### src/rtl/mem_arbiter.sv
// Two-client round-robin arbiter onto one pipelined memory port; grants are held per burst and an
// in-order owner FIFO routes read responses. Define ARB_PERF_CNT_EN to add grant/conflict counters.
module mem_arbiter #(
   parameter int unsigned OUTSTANDING = 4,
   parameter int unsigned MAX_BURST   = 8
) (
   input  logic        i_clk,
   input  logic        i_rst,
   input  logic [31:0] i_c0_addr,
   input  logic        i_c0_ren,
   input  logic        i_c0_wen,
   input  logic [31:0] i_c0_wdata,
   output logic        o_c0_ready,
   output logic        o_c0_valid,
   output logic [31:0] o_c0_rdata,
   input  logic [31:0] i_c1_addr,
   input  logic        i_c1_ren,
   input  logic        i_c1_wen,
   input  logic [31:0] i_c1_wdata,
   output logic        o_c1_ready,
   output logic        o_c1_valid,
   output logic [31:0] o_c1_rdata,
   input  logic        i_mem_ready,
   output logic [31:0] o_mem_addr,
   output logic        o_mem_ren,
   output logic        o_mem_wen,
   output logic [3:0]  o_mem_mask,
   output logic [31:0] o_mem_wdata,
`ifdef ARB_PERF_CNT_EN
   output logic [31:0] o_grant_cnt0,
   output logic [31:0] o_grant_cnt1,
   output logic [31:0] o_conflict_cnt,
`endif
   input  logic        i_mem_valid,
   input  logic [31:0] i_mem_rdata
);

   localparam int unsigned PtrW   = (OUTSTANDING > 1) ? $clog2(OUTSTANDING) : 1;
   localparam int unsigned BurstW = $clog2(MAX_BURST + 1);
   localparam logic [PtrW:0]   FifoDepth = (PtrW + 1)'(OUTSTANDING);
   localparam logic [PtrW-1:0] PtrLast   = PtrW'(OUTSTANDING - 1);
   localparam logic [BurstW:0] BurstMax  = (BurstW + 1)'(MAX_BURST);

   typedef enum logic [1:0] {StIdle, StOwn0, StOwn1} state_e;

   state_e              state_q, state_d;
   logic                rr_q, rr_d;
   logic [BurstW-1:0]   burst_q, burst_d;
   logic [OUTSTANDING-1:0] fifo_id_q;
   logic [PtrW-1:0]     wr_ptr_q, rd_ptr_q;
   logic [PtrW:0]       fifo_cnt_q;

   logic            req0, req1, owner_valid, owner_id, own_ren, own_wen, other_req;
   logic            fifo_empty, fifo_full, pop, push, block_rd, beat;
   logic [BurstW:0] burst_sum;

   function automatic logic [PtrW-1:0] ptr_inc(input logic [PtrW-1:0] p);
      return (p == PtrLast) ? '0 : p + 1'b1;
   endfunction

   assign req0        = i_c0_ren | i_c0_wen;
   assign req1        = i_c1_ren | i_c1_wen;
   assign owner_valid = (state_q != StIdle);
   assign owner_id    = (state_q == StOwn1);
   assign own_ren     = owner_id ? i_c1_ren : i_c0_ren;
   assign own_wen     = owner_id ? i_c1_wen : i_c0_wen;
   assign other_req   = owner_id ? req0 : req1;
   assign fifo_empty  = (fifo_cnt_q == '0);
   assign fifo_full   = (fifo_cnt_q == FifoDepth);
   assign pop         = i_mem_valid & ~fifo_empty;
   // A response popping this cycle frees the slot that a full FIFO would otherwise deny.
   assign block_rd    = fifo_full & ~pop;
   assign beat        = owner_valid & (own_ren | own_wen) & i_mem_ready & ~(own_ren & block_rd);
   assign push        = beat & own_ren;
   assign burst_sum   = {1'b0, burst_q} + (BurstW + 1)'(beat);

   always_ff @(posedge i_clk or posedge i_rst) begin
      if (i_rst) begin
         state_q <= StIdle;
         rr_q    <= 1'b0;
         burst_q <= '0;
      end else begin
         state_q <= state_d;
         rr_q    <= rr_d;
         burst_q <= burst_d;
      end
   end

   always_comb begin
      state_d = state_q;
      rr_d    = rr_q;
      burst_d = burst_q;
      unique case (state_q)
         StIdle: begin
            burst_d = '0;
            if (req0 && req1) begin
               state_d = rr_q ? StOwn1 : StOwn0;
               rr_d    = ~rr_q;
            end else if (req0) begin
               state_d = StOwn0;
               rr_d    = 1'b1;
            end else if (req1) begin
               state_d = StOwn1;
               rr_d    = 1'b0;
            end
         end
         StOwn0, StOwn1: begin
            burst_d = (burst_sum >= BurstMax) ? BurstMax[BurstW-1:0] : burst_sum[BurstW-1:0];
            if (!(own_ren || own_wen) || (other_req && burst_sum >= BurstMax)) begin
               burst_d = '0;
               if (other_req) state_d = owner_id ? StOwn0 : StOwn1;
               else           state_d = StIdle;
            end
         end
         default: state_d = StIdle;
      endcase
   end

   always_comb begin
      o_mem_addr  = '0;
      o_mem_ren   = 1'b0;
      o_mem_wen   = 1'b0;
      o_mem_wdata = '0;
      o_c0_ready  = 1'b0;
      o_c1_ready  = 1'b0;
      unique case (state_q)
         StOwn0: begin
            o_mem_addr  = i_c0_addr;
            o_mem_ren   = i_c0_ren & ~block_rd;
            o_mem_wen   = i_c0_wen;
            o_mem_wdata = i_c0_wdata;
            o_c0_ready  = i_mem_ready & ~(i_c0_ren & block_rd);
         end
         StOwn1: begin
            o_mem_addr  = i_c1_addr;
            o_mem_ren   = i_c1_ren & ~block_rd;
            o_mem_wen   = i_c1_wen;
            o_mem_wdata = i_c1_wdata;
            o_c1_ready  = i_mem_ready & ~(i_c1_ren & block_rd);
         end
         default: ;
      endcase
   end

   always_ff @(posedge i_clk or posedge i_rst) begin
      if (i_rst) begin
         fifo_id_q  <= '0;
         wr_ptr_q   <= '0;
         rd_ptr_q   <= '0;
         fifo_cnt_q <= '0;
      end else begin
         if (push) begin
            fifo_id_q[wr_ptr_q] <= owner_id;
            wr_ptr_q            <= ptr_inc(wr_ptr_q);
         end
         if (pop) rd_ptr_q <= ptr_inc(rd_ptr_q);
         if (push && !pop)      fifo_cnt_q <= fifo_cnt_q + 1'b1;
         else if (pop && !push) fifo_cnt_q <= fifo_cnt_q - 1'b1;
      end
   end

   assign o_c0_valid = pop & ~fifo_id_q[rd_ptr_q];
   assign o_c1_valid = pop & fifo_id_q[rd_ptr_q];
   assign o_c0_rdata = o_c0_valid ? i_mem_rdata : '0;
   assign o_c1_rdata = o_c1_valid ? i_mem_rdata : '0;
   assign o_mem_mask = 4'b1111;

`ifndef SYNTHESIS
   always_ff @(posedge i_clk) begin
      if (!i_rst && i_mem_valid && fifo_empty) begin
         $error("mem_arbiter: read response with no outstanding read");
      end
   end
`endif

`ifdef ARB_PERF_CNT_EN
   logic [31:0] grant_cnt0_q, grant_cnt1_q, conflict_cnt_q;
   logic        conflict;

   assign conflict = (req0 && state_q != StOwn0) || (req1 && state_q != StOwn1);

   always_ff @(posedge i_clk or posedge i_rst) begin
      if (i_rst) begin
         grant_cnt0_q   <= '0;
         grant_cnt1_q   <= '0;
         conflict_cnt_q <= '0;
      end else begin
         if (beat && !owner_id) grant_cnt0_q <= grant_cnt0_q + 1'b1;
         if (beat && owner_id)  grant_cnt1_q <= grant_cnt1_q + 1'b1;
         if (conflict)          conflict_cnt_q <= conflict_cnt_q + 1'b1;
      end
   end

   assign o_grant_cnt0   = grant_cnt0_q;
   assign o_grant_cnt1   = grant_cnt1_q;
   assign o_conflict_cnt = conflict_cnt_q;
`endif

endmodule

### config.mk
export PLATFORM = sky130hd
export DESIGN_NAME = mem_arbiter
export DESIGN_NICKNAME = d
export VERILOG_FILES = /design/src/rtl/mem_arbiter.sv
export SDC_FILE = /design/constraint.sdc
export NUM_CORES = 1
export LEC_CHECK = 0
export CAP_MARGIN = 20
export CORE_AREA = 4 4 117 119
export CTS_CLUSTER_SIZE = 25
export DETAILED_ROUTE_END_ITERATION = 8
export DIE_AREA = 0 0 121 123
export PLACE_DENSITY_LB_ADDON = 0.12
export SLEW_MARGIN = 20
export SYNTH_ARGS = -nofsm -noshare
export SYNTH_HDL_FRONTEND = slang
export SYNTH_SLANG_ARGS = --single-unit
### constraint.sdc
create_clock -name i_clk -period 2.7 [get_ports i_clk]
set_input_delay 0.675 -clock i_clk [delete_from_list [all_inputs] [get_ports i_clk]]
set_output_delay 0.675 -clock i_clk [all_outputs]
set_load 0.005 [all_outputs]
==> metrics.md <==
| Metric | Value |
|---|---|
| Die area | `~15,000 µm²` |
| First-pass DRT Iterations | `5` |
| Outcome | `finished clean` |
| Final hold slack | `0.5010 ns` |
| Worst slew pin tran | `between 0.6 and 0.7 ns` |
| Final GP Congestion | `0.7872` |
| Clock-pin slew on the worst setup and hold paths | `0.06 ns` |
| Worst reg2reg endpoint | `state_q[0]$_DFFE_PP0P_` |
| Fmax | `374.9 MHz` |
| Vias post-DR | `3,759` |
| Synth Cell Area | `2613 µm²` |
| Clock Latency Late Sink | `0.26 ns` |
| CTS sink count | `18` |
| YS warnings | `0` |
| Die width | `between 100 and 150 µm` |
| CP Max Fanout | `16` |
| Final Hold Fails | `0` |
| Number of global-route vias before repair | `between 3,000 and 4,000` |
| Synth area leader | `a22oi_1` |
| CTS tree | `done` |
| Leak Pwr | `3.229 nW` |
| TritonCTS Buffers | `3` |
| Reg2reg start | `state_q[0]$_DFFE_PP0P_` |
| Hold Path Depth | `1` |
| Sequential-to-total area share from yosys stat | `17.24%` |
| Minimum clock period | `between 2 and 3 ns` |
| Yosys cell types | `41` |
| R2R Setup Slk | `0.13 ns` |
| Hold-fix buffers, CTS | `0` |
| I/O Buffers | `~300` |
| Yosys reg bits | `18` |
| Drt initial violations | `between 100 and 150` |
| PwrDens | `around 810 nW/µm²` |
| Crit path DAT | `1.99 ns` |
| Final ANT Viol Nets | `0` |
| Initial core utilization | `20.79%` |
| Layout area overhead | `146.7%` |
| Crit end category | `output pin` |
| Worst hold path class | `flip-flop to flip-flop` |
| WL final | `between 10,000 and 15,000 µm` |
| Pin count of the biggest net entering global routing | `34` |
| Crit path required time | `2.03 ns` |
| Initial antenna violation count | `1` |
| Die height | `~120 µm` |
| Most used DFF post-synth | `dfrtp_1` |
| Max clock buf depth | `2` |
| Asr flop ratio synth | `100.0%` |
| Setup repair after global routing missed its margin | `yes` |
| Final Core Density | `51.29%` |
| Share of layout cells above drive strength 1 | `between 10 and 15%` |
| Number of synthesized flops with an enable pin | `0` |
| First-pass GRT wire length | `21,110 µm` |
| Slew margin rel. | `53.65%` |
| Ports | `306` |
| Minimum setup slack in the final design | `~0.033 ns` |
| Final period util | `98.78%` |
| Hold_sp | `fifo_id_q[0]$_DFFE_PP0P_` |
| Hold EP | `fifo_id_q[0]$_DFFE_PP0P_` |
| Number of remaining DRC errors | `0` |
| GR Util All Layers | `17.99%` |
| Syn_area_per_cell | `7.617 µm²` |
| GRT Residual Overflow | `0` |
| CTS Root Cell | `clkbuf_16` |
| Skew final | `0.006157 ns` |
| Number of nets in the layout | `~850` |
| Mapped Cells | `343` |
| Place WS | `-0.4071 ns` |
| Max Cap Violations | `0` |
| Crit start category | `flip-flop` |
| Row Count | `41` |
| ANT cells | `0` |
| WS Path Type | `flip-flop to output pin` |
| Fin Setup TNS | `0 ns` |
| Core region area | `between 10,000 and 15,000 µm²` |
| Top post-synthesis cells by area | `a22oi_1, dfrtp_1, nor2b_1` |
| Post-synth top area share | `18.97%` |
| Htree depth | `1` |
| Setup violations, final | `0` |
| Slew Limit Fails | `0` |
| Worst Reg2Reg Path Length in Cells | `11` |
| Vias per inst | `~4.5` |
| WL/cell | `17.94 µm` |
| Maximum VDD drop | `0.0004009 V` |
| Dpl hpwl | `12,060 µm` |
## cells in the final DEF (no fill, tap or decap), types with 3 or more instances in the layout
master and count:
nor2b_1 67, nor2_1 6, and2_1 64, dfrtp_1 17
buf_6 6, o21ai_0 5, nand2_1 13, ha_2 3
buf_4 29, clkbuf_2 10, inv_1 5, ha_4 3
dlymetal6s2s_1 32, ha_1 6, dlygate4sd2_1 64, conb_1 4
clkbuf_16 7, a21oi_1 5, clkdlybuf4s50_1 193, a22oi_1 66
buf_12 7, mux2_1 4, inv_2 3, a31oi_1 3
## worst max-delay path, stage by stage, from the launching register on
cell           delay [ns]
dfrtp_1              0.36
mux4_2               0.56
nor2_4               0.17
buf_4                0.14
clkbuf_16            0.14
and2_1               0.12
dlygate4sd2_1        0.24
## stage by stage
stage	instances	cell area (µm²)	power, mW
6_report	836	6446	5.209
3_5_place_dp	816	5983	4.513
2_1_floorplan	346	2636	2.312
5_1_grt	836	6446	5.605
3_3_place_gp	816	5983	4.464
4_1_cts	826	6206	5.033
## worst max path at each step
stage / to / slack (ns) / from / cells past startpoint
final: o_c0_rdata[15] / 0.03 / rd_ptr_q[1]$_DFFE_PP0P_ / 6
after global routing: o_c0_rdata[8] / -0.06 / rd_ptr_q[1]$_DFFE_PP0P_ / 6
after CTS: o_mem_wdata[29] / 0.002 / state_q[1]$_DFFE_PP0P_ / 6
after detailed placement: o_c1_rdata[13] / -0.41 / i_mem_valid / 6
after global placement: o_c1_rdata[17] / -0.44 / i_mem_valid / 6
after floorplan: state_q[0]$_DFFE_PP0P_ / 0.04 / i_c1_ren / 10
## final cells by class
type / count / area, µm²
fill: 1248 / 6122
timing repair buffer: 348 / 3521
multi-input combinational: 286 / 2140
sequential: 18 / 451.7
tap: 172 / 215.2
clock buffer: 4 / 88.84
inverter: 8 / 30.03
## cells in the mapped netlist (3+ instances only)
library cell,count
a21oi_1,5
a22oi_1,66
a31oi_1,3
and2_1,64
buf_1,3
buf_4,4
clkbuf_1,26
dfrtp_1,18
ha_1,12
inv_1,7
mux2_1,5
mux2_2,3
nand2_1,13
nor2_1,7
nor2b_1,69
o21ai_0,6
## sequential cells by signal, indices dropped and copies added, names as in the netlist
register	flops
wr_ptr_q	2
rd_ptr_q	2
state_q	2
fifo_id_q	4
fifo_cnt_q	3
rr_q	1
burst_q	4
## routing by layer
layer | track usage (%) | part of all wire, % | up-vias
met3 | 4.529 | 7.0 | 13
met5 | 0 | 0.047 | -
met1 | 19.17 | 35 | 1746
li1 | - | - | 1839
met2 | 35.81 | 57 | 159
met4 | 3.187 | 1.1 | 2
## report_power, final
part | switching [mW] | total (mW) | leakage (nW) | internal (mW)
combinational | 1.79 | 4.36 | 2.96 | 2.58
clock | 0.110 | 0.335 | 0.0442 | 0.226
sequential | 0.123 | 0.509 | 0.227 | 0.386
total | 2.02 | 5.21 | 3.23 | 3.19
## cell families (layout without fill, tap and decap cells)
group	count (synthesis)	in the layout	share of synthesized area [%]
buf+inv	42	360	6.657
mux	11	11	5.076
compound gates	88	88	24.43
xor+xnor	3	3	1.006
flops	18	18	17.24
simple gates	167	167	38.94
fa+ha+maj	13	13	6.513
other cells	1	4	0.1435
## what timing repair did
item                       in CTS  in global routing
setup buffers                   2                  5
gates cloned                    4                  5
gates resized for setup       121                 64
setup endpoints to repair     140                 64
pin swaps                       4                 10
(Power assumes the default switching activity.)
